===== config.mk =====
export PLATFORM = sky130hd
export DESIGN_NAME = dvi_pixel_feeder
export DESIGN_NICKNAME = d
export VERILOG_FILES = /design/src/rtl/dvi_feeder_pkg.sv /design/src/rtl/dvi_feeder_checker.sv /design/src/rtl/pixel_fifo.sv /design/src/rtl/dvi_pixel_feeder.sv
export SDC_FILE = /design/constraint.sdc
export NUM_CORES = 1
export LEC_CHECK = 0
export CAP_MARGIN = 20
export CELL_PAD_IN_SITES_DETAIL_PLACEMENT = 0
export CELL_PAD_IN_SITES_GLOBAL_PLACEMENT = 1
export CORE_ASPECT_RATIO = 1.5
export CORE_MARGIN = 2
export CORE_UTILIZATION = 40
export DETAILED_ROUTE_END_ITERATION = 10
export PLACE_DENSITY_LB_ADDON = 0.05
export SETUP_SLACK_MARGIN = 0.2
export SYNTH_ARGS = -nofsm -noshare
export SYNTH_HDL_FRONTEND = slang
export SYNTH_SLANG_ARGS = --single-unit

===== constraint.sdc =====
create_clock -name clock -period 8.7 [get_ports clock]
set_input_delay 0.87 -clock clock [delete_from_list [all_inputs] [get_ports clock]]
set_output_delay 0.87 -clock clock [all_outputs]
set_load 0.02 [all_outputs]

===== src/rtl/dvi_feeder_pkg.sv =====
// Shared state type, default frame geometry and index helper for the DVI pixel feeder.
package dvi_feeder_pkg;

  typedef enum logic [0:0] {
    RUN   = 1'b0,
    FLUSH = 1'b1
  } feeder_state_e;

  localparam int H_PAIRS_DEF    = 320;
  localparam int V_LINES_DEF    = 480;
  localparam int FIFO_DEPTH_DEF = 8;
  localparam int FRAME_PAIRS    = H_PAIRS_DEF * V_LINES_DEF;

  // Linear pair index with wrap at the end of the frame.
  function automatic int unsigned next_pair(input int unsigned idx, input int unsigned frame_pairs);
    if (idx >= frame_pairs - 32'd1) begin
      return 32'd0;
    end else begin
      return idx + 32'd1;
    end
  endfunction

endpackage


===== src/rtl/dvi_feeder_checker.sv =====
// Simulation-only protocol checks on the feeder's frame buffer read interface.
module dvi_feeder_checker #(
  parameter int LVL_W = 4
) (
  input logic             clock,
  input logic             reset,
  input logic             mem_rd_valid,
  input logic [LVL_W-1:0] outstanding
);

  // Every returned word must answer a read that is still in flight.
  a_no_orphan_return : assert property (@(posedge clock) disable iff (reset)
    !(mem_rd_valid && (outstanding == {LVL_W{1'b0}})));

endmodule


===== src/rtl/pixel_fifo.sv =====
// Synchronous show-ahead FIFO: head is valid whenever level is non-zero,
// otherwise EMPTY_VALUE is presented.
module pixel_fifo #(
  parameter int               WIDTH       = 64,
  parameter int               DEPTH       = 8,
  parameter logic [WIDTH-1:0] EMPTY_VALUE = {WIDTH{1'b0}}
) (
  input  logic                   clock,
  input  logic                   reset,
  input  logic                   clear,
  input  logic                   push,
  input  logic                   pop,
  input  logic [WIDTH-1:0]       push_data,
  output logic [WIDTH-1:0]       head,
  output logic [$clog2(DEPTH):0] level,
  output logic                   empty
);

  localparam int PTR_W = $clog2(DEPTH);
  localparam int LVL_W = $clog2(DEPTH) + 1;

  logic [WIDTH-1:0] mem_r [DEPTH];
  logic [PTR_W-1:0] wr_ptr_r;
  logic [PTR_W-1:0] rd_ptr_r;
  logic [LVL_W-1:0] level_r;
  logic             full_s;
  logic             do_push_s;
  logic             do_pop_s;

  assign empty     = (level_r == {LVL_W{1'b0}});
  assign full_s    = (level_r == LVL_W'(DEPTH));
  assign do_pop_s  = pop && !empty;
  assign do_push_s = push && (!full_s || do_pop_s);
  assign level     = level_r;
  assign head      = empty ? EMPTY_VALUE : mem_r[rd_ptr_r];

  // Storage array; contents are don't-care until written, so no reset.
  always_ff @(posedge clock) begin
    if (do_push_s && !clear) begin
      mem_r[wr_ptr_r] <= push_data;
    end
  end

  // Pointers and occupancy; clear beats any push or pop on the same edge.
  always_ff @(posedge clock or posedge reset) begin
    if (reset) begin
      wr_ptr_r <= {PTR_W{1'b0}};
      rd_ptr_r <= {PTR_W{1'b0}};
      level_r  <= {LVL_W{1'b0}};
    end else if (clear) begin
      wr_ptr_r <= {PTR_W{1'b0}};
      rd_ptr_r <= {PTR_W{1'b0}};
      level_r  <= {LVL_W{1'b0}};
    end else begin
      if (do_push_s) begin
        wr_ptr_r <= wr_ptr_r + PTR_W'(1'b1);
      end
      if (do_pop_s) begin
        rd_ptr_r <= rd_ptr_r + PTR_W'(1'b1);
      end
      level_r <= level_r + LVL_W'(do_push_s) - LVL_W'(do_pop_s);
    end
  end

endmodule


===== src/rtl/dvi_pixel_feeder.sv =====
// Prefetches frame buffer words into a show-ahead FIFO and hands them to the DVI
// block on request; walks the frame linearly and restarts on frame_start.
module dvi_pixel_feeder
  import dvi_feeder_pkg::*;
#(
  parameter int          H_PAIRS         = H_PAIRS_DEF,
  parameter int          V_LINES         = V_LINES_DEF,
  parameter int          FIFO_DEPTH      = FIFO_DEPTH_DEF,
  parameter int          ADDR_W          = 18,
  parameter int          FB_BASE         = 0,
  parameter logic [63:0] UNDERFLOW_COLOR = 64'h0
) (
  input  logic                        clock,
  input  logic                        reset,
  input  logic                        frame_start,
  input  logic                        request,
  output logic [63:0]                 data,
  output logic                        mem_rd_en,
  output logic [ADDR_W-1:0]           mem_addr,
  input  logic                        mem_rd_valid,
  input  logic [63:0]                 mem_rd_data,
  output logic                        underflow,
  output logic [$clog2(FIFO_DEPTH):0] fifo_level
);

  localparam int unsigned FRAME_LEN = H_PAIRS * V_LINES;
  localparam int          IDX_W     = (FRAME_LEN > 1) ? $clog2(FRAME_LEN) : 1;
  localparam int          LVL_W     = $clog2(FIFO_DEPTH) + 1;

  feeder_state_e    state_r;
  feeder_state_e    state_next_s;
  logic [IDX_W-1:0] pair_idx_r;
  logic [LVL_W-1:0] outstanding_r;
  logic [LVL_W:0]   credit_sum_s;
  logic             run_s;
  logic             ret_s;
  logic             issue_s;
  logic             push_s;
  logic             pop_s;
  logic             empty_s;

  // frame_start overrides any RUN activity on the edge where it is seen.
  assign run_s        = (state_r == RUN) && !frame_start;
  assign ret_s        = mem_rd_valid && (outstanding_r != {LVL_W{1'b0}});
  assign credit_sum_s = {1'b0, fifo_level} + {1'b0, outstanding_r};
  assign issue_s      = run_s && (credit_sum_s < (LVL_W + 1)'(FIFO_DEPTH));
  assign push_s       = run_s && ret_s;
  assign pop_s        = run_s && request && !empty_s;

  // State register.
  always_ff @(posedge clock or posedge reset) begin
    if (reset) begin
      state_r <= RUN;
    end else begin
      state_r <= state_next_s;
    end
  end

  // FLUSH holds until every in-flight read has come back and been dropped.
  always_comb begin
    state_next_s = state_r;
    case (state_r)
      RUN: begin
        if (frame_start) state_next_s = FLUSH;
        else             state_next_s = RUN;
      end
      FLUSH: begin
        if (frame_start)                              state_next_s = FLUSH;
        else if (outstanding_r == {LVL_W{1'b0}})      state_next_s = RUN;
        else                                          state_next_s = FLUSH;
      end
      default: state_next_s = RUN;
    endcase
  end

  // Read issue, address walk, credit count and sticky underflow.
  always_ff @(posedge clock or posedge reset) begin
    if (reset) begin
      pair_idx_r    <= {IDX_W{1'b0}};
      outstanding_r <= {LVL_W{1'b0}};
      mem_rd_en     <= 1'b0;
      mem_addr      <= ADDR_W'(FB_BASE);
      underflow     <= 1'b0;
    end else begin
      mem_rd_en <= issue_s;
      if (issue_s) begin
        mem_addr <= ADDR_W'(FB_BASE) + ADDR_W'(pair_idx_r);
      end
      if (frame_start) begin
        pair_idx_r <= {IDX_W{1'b0}};
      end else if (issue_s) begin
        pair_idx_r <= IDX_W'(next_pair(32'(pair_idx_r), FRAME_LEN));
      end
      outstanding_r <= outstanding_r + LVL_W'(issue_s) - LVL_W'(ret_s);
      if (run_s && request && empty_s) begin
        underflow <= 1'b1;
      end
    end
  end

  pixel_fifo #(
    .WIDTH      (64),
    .DEPTH      (FIFO_DEPTH),
    .EMPTY_VALUE(UNDERFLOW_COLOR)
  ) u_fifo (
    .clock    (clock),
    .reset    (reset),
    .clear    (frame_start),
    .push     (push_s),
    .pop      (pop_s),
    .push_data(mem_rd_data),
    .head     (data),
    .level    (fifo_level),
    .empty    (empty_s)
  );

  dvi_feeder_checker #(
    .LVL_W(LVL_W)
  ) u_chk (
    .clock       (clock),
    .reset       (reset),
    .mem_rd_valid(mem_rd_valid),
    .outstanding (outstanding_r)
  );

endmodule


Word-level counts from Yosys, hierarchy flattened
Memories as Yosys holds them, arrays and structs flattened. Cells that the tools add are included.

Register bits after elaboration: 53. Memory bits (writable): 512. Word-level logic and storage cells: 57. Output and inout port bits: 88. Bits of input ports: 69. Memories: 1.

Mux-type cells: 15. Bitwise logic cells: 1. Eq/ne operators: 1. Reductions and logical operators: 20. $lt $le $gt $ge: 2. Add/sub/neg operators: 8.

Memory list: u_fifo.mem_r (words 8, width 64, read ports 1, clocked after Yosys merged registers in 0, write ports 1, RTL line pixel_fifo.sv:22) `logic [WIDTH-1:0] mem_r [DEPTH];`.

Operators by type and width (number): 64-bit 2-to-1 mux (1); 18-bit 2-to-1 mux (3); 18-bit by 1-bit adder with 18-bit output (second input constant) (1); 18-bit >= comparator (second input constant) (1); 3-bit 2-to-1 mux (4); 1-bit logical AND (10); 4-bit by 1-bit adder with 4-bit output (2); 4-bit logical NOT (2); 4-bit by 1-bit subtractor with 4-bit output (2); 3-bit by 1-bit adder with 3-bit output (second input constant) (2); 2-bit nonzero test (3); 4-bit by 4-bit adder with 5-bit output (1); 5-bit by 4-bit less-than comparator with 1-bit output (second input constant) (1); 1-bit 2-to-1 mux (5); 4-bit equality test (second input constant) (1); 4-bit 2-to-1 mux (1); 4-bit nonzero test (1); 1-bit logical NOT (3); 1-bit one-hot mux with 2 select lines (1); 1-bit logical OR (1); 1-bit NOT (1).

Longest topological paths before layout
Gate-level depths: netlist of the first run.

Word-level depth: 10. Mapped depth: 12. Gate-level depth less buffers: 12.

Modules after synthesis
Synthesis of the first run repeated with hierarchy kept, for this count alone.

Cells, all modules: 1070. Area, all modules: 22076.2 um^2.

Modules (own cells, without submodules): pixel_fifo (instances 1, sequential area each 15625.0 um^2, cells each 825, area each 19876.6 um^2); dvi_pixel_feeder (instances 1, sequential area each 1076.0 um^2, cells each 245, area each 2199.6 um^2).

Worst setup path after synthesis of the first run
Ideal clock, no wire load.

Path kind: input port to flip-flop. Start point: input frame_start. End point: memory u_fifo.mem_r[2][0] (enable). Library setup time: 0.578 ns. Stages: 5. Buffers on the path: 0. Data required time: 8.122 ns. Arrival time: 6.500 ns. Slack: 1.622 ns. Cell sequence: nor2_1 -> nand3b_1 -> a31oi_1 -> nand2b_1 -> nor3b_1.

Longest elaborated chain between the ends: 10. Elaborated cells on any way between the ends: 11. Classes of those cells: mux: 2; reduce/logical: 9.

Ends and longest elaborated chain: start: declaration (RTL line dvi_pixel_feeder.sv:15) `input logic frame_start,`; 1-bit logical NOT (*) (RTL line pixel_fifo.sv:39, dvi_pixel_feeder.sv:43); 1-bit logical AND (RTL line dvi_pixel_feeder.sv:43) `assign run_s = (state_r == RUN) && !frame_start;`; 1-bit logical AND (2 in series) (RTL line dvi_pixel_feeder.sv:48) `assign pop_s = run_s && request && !empty_s;`; 1-bit logical AND (RTL line pixel_fifo.sv:32) `assign do_pop_s = pop && !empty;`; 1-bit logical OR (RTL line pixel_fifo.sv:33) `assign do_push_s = push && (!full_s || do_pop_s);`; 1-bit logical AND (RTL line pixel_fifo.sv:33); 1-bit logical AND (*) (RTL line pixel_fifo.sv:39) `if (do_push_s && !clear) begin`; 1-bit 2-to-1 mux (*) (RTL line pixel_fifo.sv:39); 1-bit 2-to-1 mux (not written as such) (*) (RTL line pixel_fifo.sv:40) `mem_r[wr_ptr_r] <= push_data;`; end: declaration (RTL line pixel_fifo.sv:22).

Every way passes the cells marked *; elsewhere a longest branch is shown, timed or not.

Worst setup path after layout of the first run
Start point: register u_fifo.rd_ptr_r[1]. End point: output data[49].

Longest elaborated chain between the ends: 2.

Ends and longest elaborated chain: start: declaration (RTL line pixel_fifo.sv:24) `logic [PTR_W-1:0] rd_ptr_r;`; start signal: assignment (RTL line pixel_fifo.sv:48) `rd_ptr_r <= {PTR_W{1'b0}};`; start signal: assignment (RTL line pixel_fifo.sv:52) `rd_ptr_r <= {PTR_W{1'b0}};`; start signal: assignment (RTL line pixel_fifo.sv:59) `rd_ptr_r <= rd_ptr_r + PTR_W'(1'b1);`; memory read 8 x 64 bit; 64-bit 2-to-1 mux (RTL line pixel_fifo.sv:35) `assign head = empty ? EMPTY_VALUE : mem_r[rd_ptr_r];`; end: declaration (RTL line dvi_pixel_feeder.sv:17) `output logic [63:0] data,`.

Every way passes these cells.

==> results of run 1 <==
==> final timing paths <==
check | from | slack [ns] | end
worst max-delay path | u_fifo.rd_ptr_r[1] | 3.72 | data[49]
worst min-delay path | mem_addr[10] | 0.47 | mem_addr[10]
worst max register to register | u_fifo.level[2] | 5.01 | u_fifo.mem_r[6][6]
worst min register to register | mem_addr[10] | 0.47 | mem_addr[10]
max in group asynchronous | reset | 7.35 | u_fifo.rd_ptr_r[1]
min in group asynchronous | reset | 0.81 | mem_addr[12]
==> cells in the final DEF (no fill, tap or decap), types with 6 or more instances in the layout <==
| cell | n |
|---|---|
| edfxtp_1 | 512 |
| clkdlybuf4s50_1 | 156 |
| mux4_2 | 128 |
| nor2_1 | 77 |
| mux2i_1 | 65 |
| nand2_1 | 64 |
| clkbuf_16 | 56 |
| dfrtp_1 | 50 |
| buf_4 | 22 |
| ha_1 | 17 |
| inv_1 | 16 |
| clkinv_1 | 15 |
| clkinv_2 | 12 |
| a21oi_1 | 11 |
| nand3_1 | 10 |
| clkbuf_1 | 9 |
| o21ai_0 | 8 |
| a21o_1 | 7 |
| nor3_1 | 6 |
| bufinv_16 | 6 |
==> layout make-up <==
| cell class | instances | area share |
|---|---|---|
| Sequential cell | 565 | 0.635 |
| Timing Repair Buffer | 180 | 0.0671 |
| Clock buffer | 65 | 0.0545 |
| Inverter | 18 | 0.00257 |
| Multi-Input combinational cell | 465 | 0.194 |
| Clock inverter | 38 | 0.0134 |
| Antenna cell | 1 | 0.0000951 |
| Tap cell | 695 | 0.0330 |
==> sequential cells by signal, indices dropped and copies added (netlist names) <==
register,cells
u_fifo.rd_ptr_r,3
pair_idx_r,18
outstanding_r,4
state_r,1
mem_addr,18
u_fifo.level,4
mem_rd_en,1
underflow,1
u_fifo.mem_r,512
u_fifo.wr_ptr_r,3
==> worst max-delay path: stages, from the launching register on <==
cell and delay [ns]:
dfrtp_4 1.13, buf_4 0.96, mux4_2 0.37, mux2i_1 0.07, nor2_1 0.27, clkdlybuf4s50_1 0.67
==> cell families after synthesis <==
group,after synthesis,synth area share
buf+inv,70,0.0132
simple gates,195,0.0392
xor+xnor,10,0.00397
flops,565,0.757
fa+ha+maj,19,0.0115
compound gates,48,0.0147
mux,193,0.160
==> power by group through the flow <==
stage / registers (mW) / logic [mW] / clock network [mW]
6_report: 3.01 / 0.319 / 2.38
5_1_grt: 3.02 / 0.355 / 2.54
4_1_cts: 3.01 / 0.331 / 2.45
3_5_place_dp: 3.07 / 0.330 / 0
3_3_place_gp: 3.07 / 0.324 / 0
2_1_floorplan: 3.08 / 0.149 / 0
==> per-layer routing <==
metal,up-vias,global-route usage,share of wire
li1,4785,-,-
met1,5734,0.222,0.41
met2,198,0.315,0.53
met3,73,0.0293,0.036
met4,8,0.0418,0.019
met5,-,0,0.0010
==> impl_results.md, run 1 <==
- Final min period: 4.98 ns
- Fin util: 0.482
- Critical Path Source Type: register
- 1st-iter DRT viols: 554
- IO Pins: between 150 and 200
- RSZ-0062 raised after global routing: no
- Hold path depth: 2
- Storage element area: 16700 µm²
- H-tree Lvls: 2
- First-pass GRT wire length: 74400 µm
- Row Count: roughly 110
- CTS root buf: clkbuf_16
- Top post-synthesis cells by area: edfxtp_1, mux4_2, dfrtp_1
- Synth Warn #: 0
- Area of the multi-input gates: 5110 µm²
- Layout Cells excl Fill: 2027
- Clk buf depth: 3
- Reg clk slew, reported paths: 0.06 ns
- Share of post-route cells with drive strength above 1: 0.189
- Fmax: 201 MHz
- Status: completed
- Largest net degree at the start of global routing: 68
- 1st-pass router iterations: 4
- GRT overflow: 0
- Worst slew pin tran: 1.09 ns
- CTS sink count: 565
- Routed WL: between 40000 and 50000 µm
- Power per cell area: 217 nW/µm²
- CTS Buf Count: 56
- GRT Util Overall: 0.175
- Post-route cell area: around 26000 µm²
- Die X: 196 µm
- Placed cell area: 24500 µm²
- Inst Count DP: 1922
- CP Capture Type: primary output
- Total negative slack: 0 ns
- Peak VDD IR: 0.139 mV
- Die H: about 300 µm
- Syn Std Cell Area: 22100 µm²
- Post-CTS Resized: 0
- Gate Count Post-Synth: around 1.1k
- Initial Util: 0.404
- Worst skew pair latency: around 0.60 ns
- Net Sw Power: 1.22 mW
- Drt drc: 0
- Most used DFF post-synth: edfxtp_1
- Final hold violations: 0
- IO buf count: roughly 160
- Clock skew: 0.0152 ns
- Logic pwr share: 0.056
- Hold Path Class: register to register
- Clk pwr share: 0.416
- Gp weighted congestion: 0.722
- Vias per inst: ~5.3
- Worst reg2reg path depth: 8
- Setup ws final: approximately 3.7 ns
- Total number of vias: 10.8k
- Final Setup Violations: 0
- Most common cell in the netlist: edfxtp_1
- Sequential share of the synthesized area: 0.757
- Period Utilization, post-route: 0.573
- Dpl ws: 4.07 ns
- Yosys top cell area share: 0.697
- Sequential power share: 0.528
- Flops & latches, synth: 565
- CTS tree: done
- Wire per inst: 24.0 µm
- Worst slew margin: 0.271
- Syn nets: 1188
- Crit path DAT: 4.11 ns
- Nets: 1374
- Synth area leader: edfxtp_1
- Antenna violations before repair: 4
- # Post-CTS Setup Buffers: 0
- Post-synth EDFFs: slightly above 500
- P_leak: 8.36 nW
- CP required: 7.83 ns
- Core ar.: 54700 µm²
- Synth unique cells: 50
- Max-cap viol count: 0
- Vias in the first global route: approximately 12k
- Slew Viols, Final: 0
- Fill count: 4650
- Sw Ratio: 0.214
- Average instance area after synthesis: 20.0 µm²
- Die ar.: 57100 µm²
- Detail Placement HPWL: 26900 µm
- Crit path max fanout: 67
- Post-synth ARST share: 0.0938
- Hold_ws: 0.472 ns
- Critical path class: register to primary output
- # hold bufs at CTS: 0
- Int Power: 4.49 mW
- Post-route ant nets: 0
- Top cells by count, synth: edfxtp_1, mux4_2, nor2_1, mux2i_1, nand2_1
- Area grow syn2layout: 19.3%
- Total Power: between 5 and 6 mW
Note: power is estimated with default switching activity, not from simulation.
==> inputs of run 2 (changes only) <==
==> constraint.sdc (replaced) <==
create_clock -name clock -period 5.1 [get_ports clock]
set_input_delay 0.51 -clock clock [delete_from_list [all_inputs] [get_ports clock]]
set_output_delay 0.51 -clock clock [all_outputs]
set_load 0.02 [all_outputs]
==> run 2 against run 1 <==
  * First-iteration DRC count is 2.0% lower
  * Clock power rose by 70%
  * Via count shrank 1.0%
  * Count of clock-buffer cells in the layout is the same
  * Core utilization up 0.36 points
  * Non-clock buffer count grew 10
  * Routed wire length down 0.98%
==> impl_results.md, run 2 (synthesis gave the netlist of run 1 again) <==
- Status: completed
- GRT overflow: 0 (unchanged)
- Period Utilization, post-route: 0.779
- Slew Viols, Final: 0 (unchanged)
- Biggest regs: u_fifo.mem_r (512), mem_addr (18), pair_idx_r (18)
- Worst skew pair latency: 0.59 ns (about the same)
- Beginning of the worst register-to-register path: u_fifo.level[2]
- Top sig layer: met5
- Clock skew: 0.0126 ns (-0.00260 ns)
- CTS root buf: clkbuf_16
- Reg clk slew, reported paths: 0.06 ns (about the same)
- Reg with most FFs: u_fifo.mem_r
- Fmax: between 200 and 300 MHz
- Largest net degree at the start of global routing: 66 (-2.9%)
- Wire per inst: 23.7 µm (-1.3%)
- Initial Util: 0.404 (unchanged)
- Die ar.: 57100 µm² (unchanged)
- WL met2: 25100 µm (-2.6%)
- Bufs and invs on worst path: 2 (unchanged)
- 1st-iter DRT viols: 543 (-2.0%)
- Int Power: 7.66 mW (+71%)
- CTS sink count: 565 (unchanged)
- Routed WL: 48200 µm (-0.98%)
- Power per cell area: 367 nW/µm² (+69%)
- # hold bufs at CTS: 0 (unchanged)
- CP top delay family: buffers and inverters
- Layout Cells excl Fill: 2033 (+0.30%)
- Wl on met1: 20100 µm (-0.48%)
- Final min period: between 3 and 4 ns
- Gp weighted congestion: 0.733 (+1.5%)
- Crit-path max cell delay: 0.89 ns (-0.24 ns)
- Sequential power share: 0.528 (about the same)
- Worst slew pin tran: 0.936 ns (-0.158 ns)
- CTS tree: done
- Clk buf depth: 3 (unchanged)
- Flop2flop setup slack: 2.03 ns (-2.98 ns)
- Share of post-route cells with drive strength above 1: 0.198 (+0.00887)
- Worst reg2reg path depth: 8 (unchanged)
- Crit path DAT: 3.46 ns (-0.65 ns)
- GRT Util Overall: 0.172 (-0.00316)
- Post-route cell area: 26500 µm² (+0.75%)
- Sw Ratio: 0.213 (-0.00105)
- Area grow syn2layout: 20.2%
- Detail Placement HPWL: 27200 µm (+0.99%)
- Inst Count DP: 1933 (+0.57%)
- IO Pins: 157 (unchanged)
- Row Count: 105 (unchanged)
- Core ar.: 54700 µm² (unchanged)
- Hold_ws: 0.280 ns (-0.192 ns)
- Total number of vias: 10.7k (-1.0%)
- Drt drc: 0 (unchanged)
- Reg-to-reg endpoint: u_fifo.mem_r[6][30]
- H-tree Lvls: 2 (unchanged)
- Final hold violations: 0 (unchanged)
- Fin util: 0.485 (+0.00359)
- Net Sw Power: 2.07 mW (+70%)
- Max FFs per register: 512 (unchanged)
- CTS Buf Count: 54 (-3.6%)
- RSZ-0062 raised after global routing: no
- Critical path's slowest cell: dfrtp_4
- Nets: 1382 (+0.58%)
- Critical path class: register to primary output
- Peak VDD IR: 0.215 mV (+55%)
- Vias per inst: 5.26 (-1.3%)
- Post-CTS Resized: 0 (unchanged)
- Antenna violations before repair: 5 (+1)
- First-pass GRT wire length: 73000 µm (-1.9%)
- Worst slew margin: 0.376 (+0.105)
- Metal3 WL: 2030 µm (+16%)
- Max-cap viol count: 0 (unchanged)
- Crit path max fanout: 35 (-48%)
- Hold Path Class: input pin to async pin
- Most common library cell in the layout ignoring fill and taps: edfxtp_1
- Commonest cells after routing, fill and taps aside: edfxtp_1, clkdlybuf4s50_1, mux4_2
- Crit-path cells: buf_12 > mux4_2 > mux2i_1 > nor2_1 > clkdlybuf4s50_1
- Final Setup Violations: 0 (unchanged)
- Die X: 196 µm (unchanged)
- Vias in the first global route: 11.6k (-2.2%)
- Logic pwr share: 0.056 (about the same)
- Placed cell area: 24700 µm² (+0.91%)
- IO buf count: 156 (unchanged)
- CP required: 4.59 ns (-3.24 ns)
- Post-route ant nets: 0 (unchanged)
- Critical Path Source Type: register
- Total negative slack: 0 ns (unchanged)
- Worst Setup SP: u_fifo.rd_ptr_r[0]
- CP Capture Type: primary output
- Die H: 292 µm (unchanged)
- 1st-pass router iterations: 4 (unchanged)
- # Post-CTS Setup Buffers: 0 (unchanged)
- P_leak: 8.43 nW (+0.82%)
- Clk pwr share: 0.415 (about the same)
## run 2: cell type report
| type | instances | area, µm² |
|---|---|---|
| Fill cell | 4626 | 28100 |
| Antenna cell | 1 | 2.50 |
| Clock inverter | 34 | 355 |
| Sequential cell | 565 | 16700 |
| Timing Repair Buffer | 190 | 1950 |
| Inverter | 18 | 67.6 |
| Tap cell | 695 | 870 |
| Multi-Input combinational cell | 465 | 5120 |
| Clock buffer | 65 | 1430 |
## run 2: metal layers
layer  vias up  track usage
li1       4797            -
met1      5615        0.217
met2       200        0.306
met3        68       0.0326
met4         8       0.0447
met5         -            0
## run 2: power groups by stage
stage / registers (mW) / logic [mW] / clock network, mW
2_1_floorplan: 5.25 / 0.255 / 0
3_3_place_gp: 5.24 / 0.552 / 0
3_5_place_dp: 5.24 / 0.563 / 0
4_1_cts: 5.14 / 0.565 / 4.17
5_1_grt: 5.15 / 0.611 / 4.32
6_report: 5.14 / 0.547 / 4.04
## run 2: how the worst max path moves through the flow
stage,end,slack (ns),depth (start not counted)
floorplan,u_fifo.mem_r[3][0],-1.84,7
global placement,data[14],1.63,5
detailed placement,u_fifo.mem_r[6][31],1.61,7
CTS,data[14],1.0,5
global route,data[8],0.82,5
finish,data[53],1.13,5
## run 2: through the flow
| step | total power, mW | setup WS [ns] |
|---|---|---|
| after floorplan | 5.51 | -1.84 |
| after global placement | 5.79 | 1.63 |
| after detailed placement | 5.80 | 1.61 |
| after CTS | 9.87 | 0.996 |
| after global routing | 10.1 | 0.824 |
| final | 9.73 | 1.13 |
==> inputs of run 3 (changes only) <==
==> constraint.sdc (replaced) <==
create_clock -name clock -period 3.3 [get_ports clock]
set_input_delay 0.33 -clock clock [delete_from_list [all_inputs] [get_ports clock]]
set_output_delay 0.33 -clock clock [all_outputs]
set_load 0.02 [all_outputs]
==> run 3 against run 2 <==
  * Via count is 3.4% higher
  * Core utilization grew 1.2 points
  * Hold slack got worse by 0.23 ns
  * Register-to-register slack worse by 1.4 ns
  * Clock power rose by 49%
  * Design area rose by 2.4%
  * Routed wire length up 4.9%
  * Critical path depth did not move
  * Clock skew increased by 0.0032 ns
  * Global-route usage is 1.1 points higher
  * Flip-flop and latch count unchanged
==> impl_results.md, run 3 (synthesis gave the netlist of run 1 again) <==
- Status: completed
- Initial Util: 0.404 (unchanged)
- Share of post-route cells with drive strength above 1: 0.229 (+0.0307)
- Max-cap viol count: 0 (unchanged)
- CP Capture Type: primary output
- Final hold violations: 0 (unchanged)
- P_leak: 9.11 nW (+8.1%)
- IO buf count: 156 (unchanged)
- Vias in the first global route: 12.2k (+4.9%)
- Commonest cells after routing, fill and taps aside: edfxtp_1, mux4_2, clkdlybuf4s50_1
- Biggest regs: u_fifo.mem_r (512), mem_addr (18), pair_idx_r (18)
- Wl on met1: 20200 µm (+0.58%)
- Post-route ant nets: 0 (unchanged)
- Logic pwr share: 0.057 (about the same)
- IO Pins: 157 (unchanged)
- Clk pwr share: 0.406 (-0.009)
- Worst slew margin: 0.517 (+0.140)
- Largest net degree at the start of global routing: 65 (-1.5%)
- Peak VDD IR: 0.480 mV (+120%)
- Reg clk slew, reported paths: 0.06 ns (about the same)
- Setup ws final: 0.319 ns (-0.809 ns)
- CP required: 2.97 ns (-1.62 ns)
- Area grow syn2layout: 23.1%
- Core ar.: 54700 µm² (unchanged)
- Crit path DAT: 2.65 ns (-0.81 ns)
- Clk buf depth: 3 (unchanged)
- Gp weighted congestion: 0.778 (+6.2%)
- Routed WL: 50600 µm (+4.9%)
- Nets: 1422 (+2.9%)
- Final Setup Violations: 0 (unchanged)
- Vias per inst: 5.34 (+1.7%)
- CTS tree: done
- Die ar.: 57100 µm² (unchanged)
- RSZ-0062 raised after global routing: no
- Hold Path Class: input pin to async pin
- First-pass GRT wire length: 77200 µm (+5.8%)
- Most common library cell in the layout ignoring fill and taps: edfxtp_1
- Net Sw Power: 3.14 mW (+51%)
- Total negative slack: 0 ns (unchanged)
- 1st-iter DRT viols: 544 (+0.18%)
- Reg with most FFs: u_fifo.mem_r
- Sequential power share: 0.538 (+0.010)
- GRT Util Overall: 0.183 (+0.0107)
- Period Utilization, post-route: 0.903
- Wire per inst: 24.5 µm (+3.2%)
- Die X: 196 µm (unchanged)
- Drt drc: 0 (unchanged)
- Metal3 WL: 1950 µm (-4.1%)
- Max FFs per register: 512 (unchanged)
- CTS root buf: clkbuf_16
- Total number of vias: 11.1k (+3.4%)
- Row Count: 105 (unchanged)
- Top sig layer: met5
- Detail Placement HPWL: 29500 µm (+8.2%)
- Clock skew: 0.0158 ns (+0.00318 ns)
- Dpl ws: 0.360 ns (-1.25 ns)
- CTS Buf Count: 55 (+1.9%)
- Worst slew pin tran: 0.718 ns (-0.217 ns)
- Antenna violations before repair: 3 (-2)
- Worst skew pair latency: 0.61 ns (+0.02 ns)
- Final min period: 2.98 ns
- Slew Viols, Final: 0 (unchanged)
- GRT overflow: 0 (unchanged)
- Fin util: 0.497 (+0.0117)
- Power per cell area: 544 nW/µm² (+48%)
- Sw Ratio: 0.212 (-0.000693)
- Crit path max fanout: 11 (-69%)
- H-tree Lvls: 2 (unchanged)
- CTS sink count: 565 (unchanged)
- 1st-pass router iterations: 5 (+1)
- Critical path class: register to primary output
- Fmax: between 300 and 400 MHz
- # hold bufs at CTS: 0 (unchanged)
- Die H: 292 µm (unchanged)
- Critical Path Source Type: register
- Int Power: 11.6 mW (+52%)
- WL met2: 27400 µm (+8.9%)
run 3: worst max-delay path, cell delays in order, from the launching register on:
cell	delay, ns
dfrtp_4	0.48
buf_16	0.18
mux4_2	0.52
mux2i_2	0.20
nor2_1	0.09
clkdlybuf4s50_1	0.56
run 3: power by group through the flow:
stage	registers, mW	clock network (mW)	logic, mW
3_5_place_dp	8.10	0	0.894
3_3_place_gp	8.10	0	0.880
6_report	7.95	6.00	0.837
2_1_floorplan	8.11	0	0.400
4_1_cts	7.95	6.19	0.864
5_1_grt	7.95	6.44	0.932
run 3: layout make-up:
class / instances / area, µm²
clock inverter: 27 / 244
antenna: 1 / 2.50
timing repair buffer: 229 / 2550
clock buffer: 68 / 1450
multi-input combinational: 465 / 5260
sequential: 565 / 16700
fill: 4612 / 27500
inverter: 18 / 67.6
tap: 695 / 870
run 3: per-stage QoR:
stage               power (mW)  std cells  hold slack [ns]  cell area, µm²
floorplan                 8.51       1100            0.396           22200
global route              15.3       2068           0.0577           27200
CTS                       15.0       2052           0.0349           27000
finish                    14.8       2068           0.0519           27200
detailed placement        8.99       1946            0.463           25100
global placement          8.98       1946            0.458           25100
run 3: what timing repair did:
| action | CTS | global route |
|---|---|---|
| hold endpoints to repair | 0 | 0 |
| pin swaps | 0 | 0 |
| gates cloned | 4 | 0 |
| endpoints found under the setup margin | 63 | 29 |
| resized for setup | 70 | 25 |
| setup buffers | 7 | 15 |
run 3: worst paths after layout:
path                                    start                  end  slack [ns]  cells past startpoint
setup / recovery           u_fifo.rd_ptr_r[0]              data[4]        0.32                      5
hold / removal                          reset     outstanding_r[1]        0.05                      2
setup reg to reg              u_fifo.level[2]  u_fifo.mem_r[2][12]        0.59                      8
hold reg to reg                   mem_addr[7]          mem_addr[7]        0.47                      2
max in group asynchronous               reset            mem_rd_en        2.39                      3
min in group clock                    request            underflow        0.44                      2
run 3: layer usage:
| layer | up-vias | GRT usage |
|---|---|---|
| met4 | 4 | 0.0506 |
| met5 | - | 0 |
| met1 | 5890 | 0.221 |
| met3 | 67 | 0.0306 |
| met2 | 204 | 0.337 |
| li1 | 4887 | - |
